--- src/rtl/store_pkg.sv ---
// Shared encodings for the store byte-merge path: access sizes, FSM states and lane widths.
package store_pkg;

    localparam logic [1:0] SIZE_B = 2'b00;
    localparam logic [1:0] SIZE_H = 2'b01;
    localparam logic [1:0] SIZE_W = 2'b10;

    localparam int LANE_W = 8;
    localparam int HALF_W = 16;
    localparam int WORD_W = 32;

    typedef enum logic [1:0] {
        ST_IDLE  = 2'd0,
        ST_READ  = 2'd1,
        ST_WAIT  = 2'd2,
        ST_WRITE = 2'd3
    } state_e;

endpackage

--- src/rtl/store_lane_merge.sv ---
// Splices LSB-justified store data into the lane(s) of an old memory word selected by size/addr.
module store_lane_merge
    import store_pkg::*;
(
    input  logic [WORD_W-1:0] old_word,
    input  logic [WORD_W-1:0] data,
    input  logic [1:0]        size,
    input  logic [1:0]        addr_lo,
    output logic [WORD_W-1:0] new_word
);

    always_comb begin
        // NOTE: default first so every path assigns new_word and no latch is inferred.
        new_word = old_word;
        case (size)
            SIZE_B:  new_word[{addr_lo, 3'b000} +: LANE_W]      = data[LANE_W-1:0];
            // Half lane chosen by addr[1] only; addr[0] is ignored when the trap is off.
            SIZE_H:  new_word[{addr_lo[1], 4'b0000} +: HALF_W] = data[HALF_W-1:0];
            default: new_word = data;
        endcase
    end

endmodule

--- src/rtl/store_byte_merger.sv ---
// Store unit for a byte-enable-less word memory: sub-word stores read-modify-write, words write directly.
// Optional feature: define STORE_MISALIGN_TRAP_EN to reject misaligned half/word stores with an err pulse.
module store_byte_merger
    import store_pkg::*;
#(
    parameter int MEM_LAT = 1,
    parameter int ADDR_W  = 32
) (
    input  logic              clk,
    input  logic              rst_n,
    input  logic              req_valid,
    output logic              req_ready,
    input  logic [ADDR_W-1:0] req_addr,
    input  logic [31:0]       req_data,
    input  logic [1:0]        req_size,
    output logic              done,
    output logic [ADDR_W-1:0] mem_addr,
    output logic              mem_rd_en,
    input  logic [31:0]       mem_rd_data,
    output logic              mem_wr_en,
    output logic [31:0]       mem_wr_data,
    output logic              err
);

    localparam int CNT_W = (MEM_LAT > 1) ? $clog2(MEM_LAT) : 1;

    state_e              state_q, state_d;
    logic [CNT_W-1:0]    cnt_q, cnt_d;
    logic [1:0]          size_q, size_d;
    logic [1:0]          lo_q, lo_d;
    logic [WORD_W-1:0]   data_q, data_d;
    logic [ADDR_W-1:0]   addr_q, addr_d;
    logic [WORD_W-1:0]   wr_data_q, wr_data_d;
    logic                rd_en_q, rd_en_d;
    logic                wr_en_q, wr_en_d;
    logic [WORD_W-1:0]   merged;
    logic                is_word;
    logic                trap;

    // Reserved size 2'b11 shares the word path.
    assign is_word = req_size[1];

`ifdef STORE_MISALIGN_TRAP_EN
    logic err_q, err_d;
    assign trap = ((req_size == SIZE_H) && req_addr[0]) || (is_word && (req_addr[1:0] != 2'b00));
    assign err  = err_q;
`else
    assign trap = 1'b0;
    assign err  = 1'b0;
`endif

    store_lane_merge u_merge (
        .old_word (mem_rd_data),
        .data     (data_q),
        .size     (size_q),
        .addr_lo  (lo_q),
        .new_word (merged)
    );

    always_comb begin
        state_d   = state_q;
        cnt_d     = cnt_q;
        size_d    = size_q;
        lo_d      = lo_q;
        data_d    = data_q;
        addr_d    = addr_q;
        rd_en_d   = 1'b0;
        wr_en_d   = 1'b0;
        wr_data_d = '0;
`ifdef STORE_MISALIGN_TRAP_EN
        err_d     = 1'b0;
`endif
        case (state_q)
            ST_IDLE: begin
                if (req_valid) begin
                    if (trap) begin
`ifdef STORE_MISALIGN_TRAP_EN
                        err_d = 1'b1;
`endif
                    end else begin
                        size_d = req_size;
                        lo_d   = req_addr[1:0];
                        data_d = req_data;
                        addr_d = {req_addr[ADDR_W-1:2], 2'b00};
                        if (is_word) begin
                            state_d   = ST_WRITE;
                            wr_en_d   = 1'b1;
                            wr_data_d = req_data;
                        end else begin
                            state_d = ST_READ;
                            rd_en_d = 1'b1;
                        end
                    end
                end
            end
            ST_READ: begin
                state_d = ST_WAIT;
                cnt_d   = '0;
            end
            ST_WAIT: begin
                // Read data is valid in the last WAIT cycle; merge it straight into the write register.
                if (cnt_q == CNT_W'(MEM_LAT - 1)) begin
                    state_d   = ST_WRITE;
                    wr_en_d   = 1'b1;
                    wr_data_d = merged;
                end else begin
                    cnt_d = cnt_q + CNT_W'(1);
                end
            end
            ST_WRITE: state_d = ST_IDLE;
            default:  state_d = ST_IDLE;
        endcase
    end

    // NOTE: sequential state uses non-blocking assignments so all flops update from pre-edge values.
    always_ff @(posedge clk or negedge rst_n) begin
        if (!rst_n) begin
            state_q   <= ST_IDLE;
            cnt_q     <= '0;
            size_q    <= '0;
            lo_q      <= '0;
            data_q    <= '0;
            addr_q    <= '0;
            wr_data_q <= '0;
            rd_en_q   <= 1'b0;
            wr_en_q   <= 1'b0;
`ifdef STORE_MISALIGN_TRAP_EN
            err_q     <= 1'b0;
`endif
        end else begin
            state_q   <= state_d;
            cnt_q     <= cnt_d;
            size_q    <= size_d;
            lo_q      <= lo_d;
            data_q    <= data_d;
            addr_q    <= addr_d;
            wr_data_q <= wr_data_d;
            rd_en_q   <= rd_en_d;
            wr_en_q   <= wr_en_d;
`ifdef STORE_MISALIGN_TRAP_EN
            err_q     <= err_d;
`endif
        end
    end

    assign req_ready   = (state_q == ST_IDLE);
    assign done        = wr_en_q;
    assign mem_addr    = addr_q;
    assign mem_rd_en   = rd_en_q;
    assign mem_wr_en   = wr_en_q;
    assign mem_wr_data = wr_data_q;

endmodule
--- config.mk ---
export PLATFORM = sky130hd
export DESIGN_NAME = store_byte_merger
export DESIGN_NICKNAME = d
export VERILOG_FILES = /design/src/rtl/store_pkg.sv /design/src/rtl/store_lane_merge.sv /design/src/rtl/store_byte_merger.sv
export SDC_FILE = /design/constraint.sdc
export NUM_CORES = 1
export LEC_CHECK = 0
export CORE_MARGIN = 4
export CORE_UTILIZATION = 49
export CTS_BUF_LIST = sky130_fd_sc_hd__clkbuf_8 sky130_fd_sc_hd__clkbuf_16
export CTS_CLUSTER_DIAMETER = 100
export DETAILED_ROUTE_END_ITERATION = 7
export GPL_ROUTABILITY_DRIVEN = 0
export HOLD_SLACK_MARGIN = 0.1
export PLACE_DENSITY = 0.88
export SETUP_SLACK_MARGIN = 0.2
export SKIP_CTS_REPAIR_TIMING = 1
export SLEW_MARGIN = 0
export SYNTH_ARGS = -nofsm -noshare
export SYNTH_HDL_FRONTEND = slang
export SYNTH_HIERARCHICAL = 1
export SYNTH_SLANG_ARGS = --single-unit
export TNS_END_PERCENT = 1
--- constraint.sdc ---
create_clock -name clk -period 6.5 [get_ports clk]
set_clock_uncertainty 0.1 [all_clocks]
set_input_delay 0.65 -clock clk [delete_from_list [all_inputs] [get_ports clk]]
set_output_delay 0.65 -clock clk [all_outputs]
set_load 0.03 [all_outputs]
# Word level (Yosys, flattened, before mapping)
# Cells that the tools add are included.
# word_totals
out_inout_bits,69
input_bits,101
regBits,103
word_cells,47
# op_classes
add_sub_neg,3
mux,20
eq_ne,6
n_reduce_logical,5
shift,4
# op_table
cell,count
$pmux 32 s2,2
$mux 32,3
$bwmux 32,2
$shift 16x7->32 const A,1
$shift 8x7->32 const A,1
$shiftx 16x7->32,1
$shiftx 8x7->32,1
$neg 5->7,2
$pmux 2 s4,1
$mux 1,7
$mux 2,3
$eq 2x1->1 const B,2
$eq 2x2->1 const B,2
$logic_not 2->1,2
$ne 2x2->1 const B,2
$pmux 1 s2,2
$reduce_and 2->1,2
$reduce_bool 2->1,1
$add 1x1->1 const B,1

# Depth between registers and ports, before layout
# logic_depth
word_depth,6
ltp_mapped,8
ltp_nobuf,7

# Modules after synthesis
# The synthesis kept the hierarchy.
# modules_own_cells
module,seq_area_each_um2,cells_per_inst,area_per_inst_um2,instances
store_byte_merger,2552.4,238,3923.8,1
store_lane_merge,0.0,138,1061.0,1

# Least setup slack after synthesis
# No wires, ideal clock.
# synth_timing
path_type,register to register
startpoint,register lo_q[1]
endpoint,"register wr_data_q[1], in the netlist mem_wr_data[1]"
n_path_buf,1
setup_ns,0.066
path_slack_ns,4.226
arrival_time_ns,2.107
synth_period_minus_slack_ns,2.274
required_time_ns,6.334
stages_incl_launch_ff,8
cell_sequence,dfrtp_1 buf_2 inv_1 ha_1 or4bb_1 a2bb2oi_2 a22o_1 a22o_1
# synth_via
elab_chain_len,6
elab_cells_between_ends,11
cone_classes,add/sub (2); shift (4); mux (5)
# synth_rtl
element,line_no,text
"start, declared",store_byte_merger.sv:30,"logic [1:0] lo_q, lo_d;"
"start signal, assigned",store_byte_merger.sv:134,lo_q <= lo_d;
$neg 5->7 (on tied branches),"store_lane_merge.sv:18, store_lane_merge.sv:16",
"$shiftx 16x7->32, or another cell as far along",store_lane_merge.sv:18,"SIZE_H: new_word[{addr_lo[1], 4'b0000} +: HALF_W] = data[HALF_W-1:0];"
$bwmux 32 (on tied branches),"store_lane_merge.sv:18, store_lane_merge.sv:16",
$pmux 32 s2 (*),store_lane_merge.sv:15,case (size)
net merged[1],store_byte_merger.sv:36,logic [WORD_W-1:0] merged;
$mux 32 (*),store_byte_merger.sv:102,if (cnt_q == CNT_W'(MEM_LAT - 1)) begin
$pmux 32 s2 (*),store_byte_merger.sv:73,case (state_q)
net wr_data_d[1],store_byte_merger.sv:33,"logic [WORD_W-1:0] wr_data_q, wr_data_d;"
"end signal, assigned",store_byte_merger.sv:137,wr_data_q <= wr_data_d;
"end, declared",store_byte_merger.sv:33,
# Mark *: on every way through the listed nets, which the timed path passes. The rest lies on a longest branch.
# A chain may end at the register's enable or synchronous reset.

# Worst setup path after layout
# layout_timing
startpoint,register lo_q[1]
endpoint,"register wr_data_q[5], in the netlist mem_wr_data[5]"
# The elaborated chain is that of the path after synthesis.

==> impl_metrics.toml <==
[status]
run_status = "completed"

[timing]
timing.fmax_mhz = 309
relSlewSlack_pct = 24.8
totalNegativeSetupSlack_ns = 0
min_period_ns = 3.24
maxSlewViolCount = 0
timing.final.setup_violations = 0
min_period_over_period_pct = 49.9
tightestPinTransition_ns = 1.12
final-hold-violation-count = 0
rsz0062_at_grt = "no"

[setup_path]
setup.worst_path.end_class = "flip-flop"
critical-path-slowest-cell = "dfrtp_1"
path_common_cell = "a22o_1"
timing.critical_path.cells = "inv_1 -> ha_1 -> or4bb_1 -> a2bb2oi_2 -> a22o_1 -> a22o_1"
worst_path_dominant_cell_family = "flip-flops"
arr_time_crit_path_ns = 3.43
critical_path.max_stage_delay_ns = 1.06
worstPathBufferInverterCount = 1
critical_path.startpoint_type = "flip-flop"
critPathRequiredTime_ns = 6.69
critPathKind = "flip-flop to flip-flop"
path_max_fanout = 21

[pwr]
switching_share_pct = 40.8
seq_power_share_pct = 33.1
power_report.internal_total_mw = 2.17
total_leakage_power_nw = 3.13
ratio_of_total_power_to_cell_area_nw_per_um2 = 532
vdd_ir_drop_max_mv = 0.402
power_switching_mw = 1.49
finalPower_mw = 3.66
combPwrFrac_pct = 54.6
clock_power_share_pct = 12.4

[finish]
area_growth_pct = 38.1
layout_net_count = 638
antenna-diode-count = 0
count_of_filler_cells_inserted_in_the_layout = 716
final_layout_size_suffix_gt1_share_pct = 18.8

[synthesis]
synth_sequential_area_ratio_pct = 51.2
synth_ff_type = "dfrtp_1"
synth_cell_types = 36
cell_taking_the_most_area_after_synthesis = "dfrtp_1"
synth.top_cell.area_share_pct = 51.2
syn_avg_cell_area_um2 = 13.3
post_synth_inst_count = 376
yosysWarnings = 6
synth_edf_count = 0
top_cells_by_area_synth = "dfrtp_1 51%, mux2_4 8.4%, mux2_2 8.4%"
syn-cell-area_um2 = 4980
async_reset_ff_share_pct = 100
yosys_register_bits = 102

[run]
maxCapViolCount = 0

[clock_tree]
cts-buffers-inserted = 9
tritoncts = "built"
clk_pin_slew_worst_paths_ns = 0.10
clock-root-buffer = "clkbuf_8"
cts.htree.levels = 3
clock_sink_count = 102
clock_latency_ns = 0.36
max-clock-path-buffers = 2

[floorplan]
die_outline_area_um2 = 11900
design.portCount = 170
core_area_um2 = 9820
chipWidth_um = 109
core.rowCount = 36
floorplan.initialDensity_pct = 50.8
fp.dieH_um = 109

[placed_design]
half_perimeter_wire_length_after_placement_mm = 10.0
numPortBuffers = 166

[detailed_routing]
detail_route.iter0.violations = 213
num_vias = 3788
drc_errors = 0
avgRoutedWirePerCell_um = 21.2
detail_route.vias_per_cell = 5.69
number_of_iterations_in_the_first_detailed_routing_pass = 4
drt_wirelength_mm = 14.1
route.antenna.remaining_nets = 0

[global_route]
largest_net_degree_at_the_start_of_global_routing = 68
vias_in_the_first_global_route = 4136
grt_antenna_before_repair = 0
globalRouteOverflowTotal = 0
grt_use_total_pct = 23.5
grt_first_pass_wirelength_mm = 21.2

[min_path]
worstHoldPathType = "primary input to asynchronous set/reset pin"
-- through the flow --
step	cell area (um2)	hold slack (ns)	instances	setup slack (ns)	utilization, %
after floorplan	4990	0.254	378	4.23	-
after global placement	6660	0.388	651	3.54	67.8
after detailed placement	6660	0.392	651	3.33	67.8
after CTS	6890	0.208	666	3.30	70.1
after global routing	6890	0.228	666	3.16	70.1
final	6890	0.183	666	3.26	70.1
-- worst paths after layout --
check                                   startpoint                         to  slack (ns)  cells after the start
min                                          rst_n  mem_wr_data[29]$_DFF_PN0_        0.18                      1
min reg2reg                mem_addr[4]$_DFFE_PN0P_    mem_addr[4]$_DFFE_PN0P_        0.41                      1
max reg2reg                    lo_q[1]$_DFFE_PN0P_   mem_wr_data[5]$_DFF_PN0_        3.26                      6
max                            lo_q[1]$_DFFE_PN0P_   mem_wr_data[5]$_DFF_PN0_        3.26                      6
min in group clk           mem_addr[4]$_DFFE_PN0P_    mem_addr[4]$_DFFE_PN0P_        0.41                      1
max in group asynchronous                    rst_n     data_q[30]$_DFFE_PN0P_        5.01                      2
-- cell type report --
class                   instances  area (um2)  area share (%)
clock buffers                  11         151            2.20
inverters                      23        86.3            1.25
multi-input cells             224        2170            31.5
repair buffers                169        1680            24.4
clock inverters                 4        77.6            1.13
well taps                     133         166            2.42
flip-flops and latches        102        2550            37.1
-- layout by cell type, fill, tap and decap left out, types with 12 or more instances in the layout --
cell type	netlist	final
mux2_4	28	28
inv_1	23	23
o21ai_0	16	16
mux2_2	37	37
nor2_1	12	12
dfrtp_1	102	102
mux2i_1	17	17
clkdlybuf4s50_1	0	165
a22o_1	46	46
-- per-layer routing --
layer / vias to the layer above / share of wire, % / track usage, %
met2: 202 / 51 / 40.4
li1: 1682 / - / -
met4: 0 / 3.4 / 11.0
met5: - / 0 / 0
met3: 36 / 8.6 / 6.22
met1: 1868 / 37 / 27.4
-- cells in the mapped netlist, drive strengths merged, types with 2 or more instances --
master,instances
dfrtp,102
mux2,65
a22o,46
buf,23
inv,23
mux2i,17
o21ai,16
nand2,12
nor2,12
a211o,9
a221o,8
ha,8
o221ai,8
clkbuf,5
a21oi,2
nor3,2
nor4,2
or3,2
-- state kept, by name, summed over array words and instances, names as in the netlist --
register and cells:
data_q 32, mem_rd_en 1, size_q 2, lo_q 2
mem_addr 30, state_q 2, mem_wr_data 32, done 1
-- power by group through the flow --
stage                     combinational (mW)  sequential (mW)  clock (mW)
after CTS                               2.00             1.21       0.463
after detailed placement                1.98             1.22           0
final                                   2.00             1.21       0.453
after global placement                  1.92             1.20           0
after floorplan                         1.02             1.48           0
after global routing                    2.11             1.25       0.481
-- logic make-up after synthesis --
family	synth area share, %
AND/OR/NAND/NOR	4.29
other	0.0752
multiplexers	20.2
buffers and inverters	5.52
adder cells (fa/ha/maj)	2.01
flip-flops	51.2
AO/OA/AOI/OAI	16.7
(Power assumes the default switching activity.)
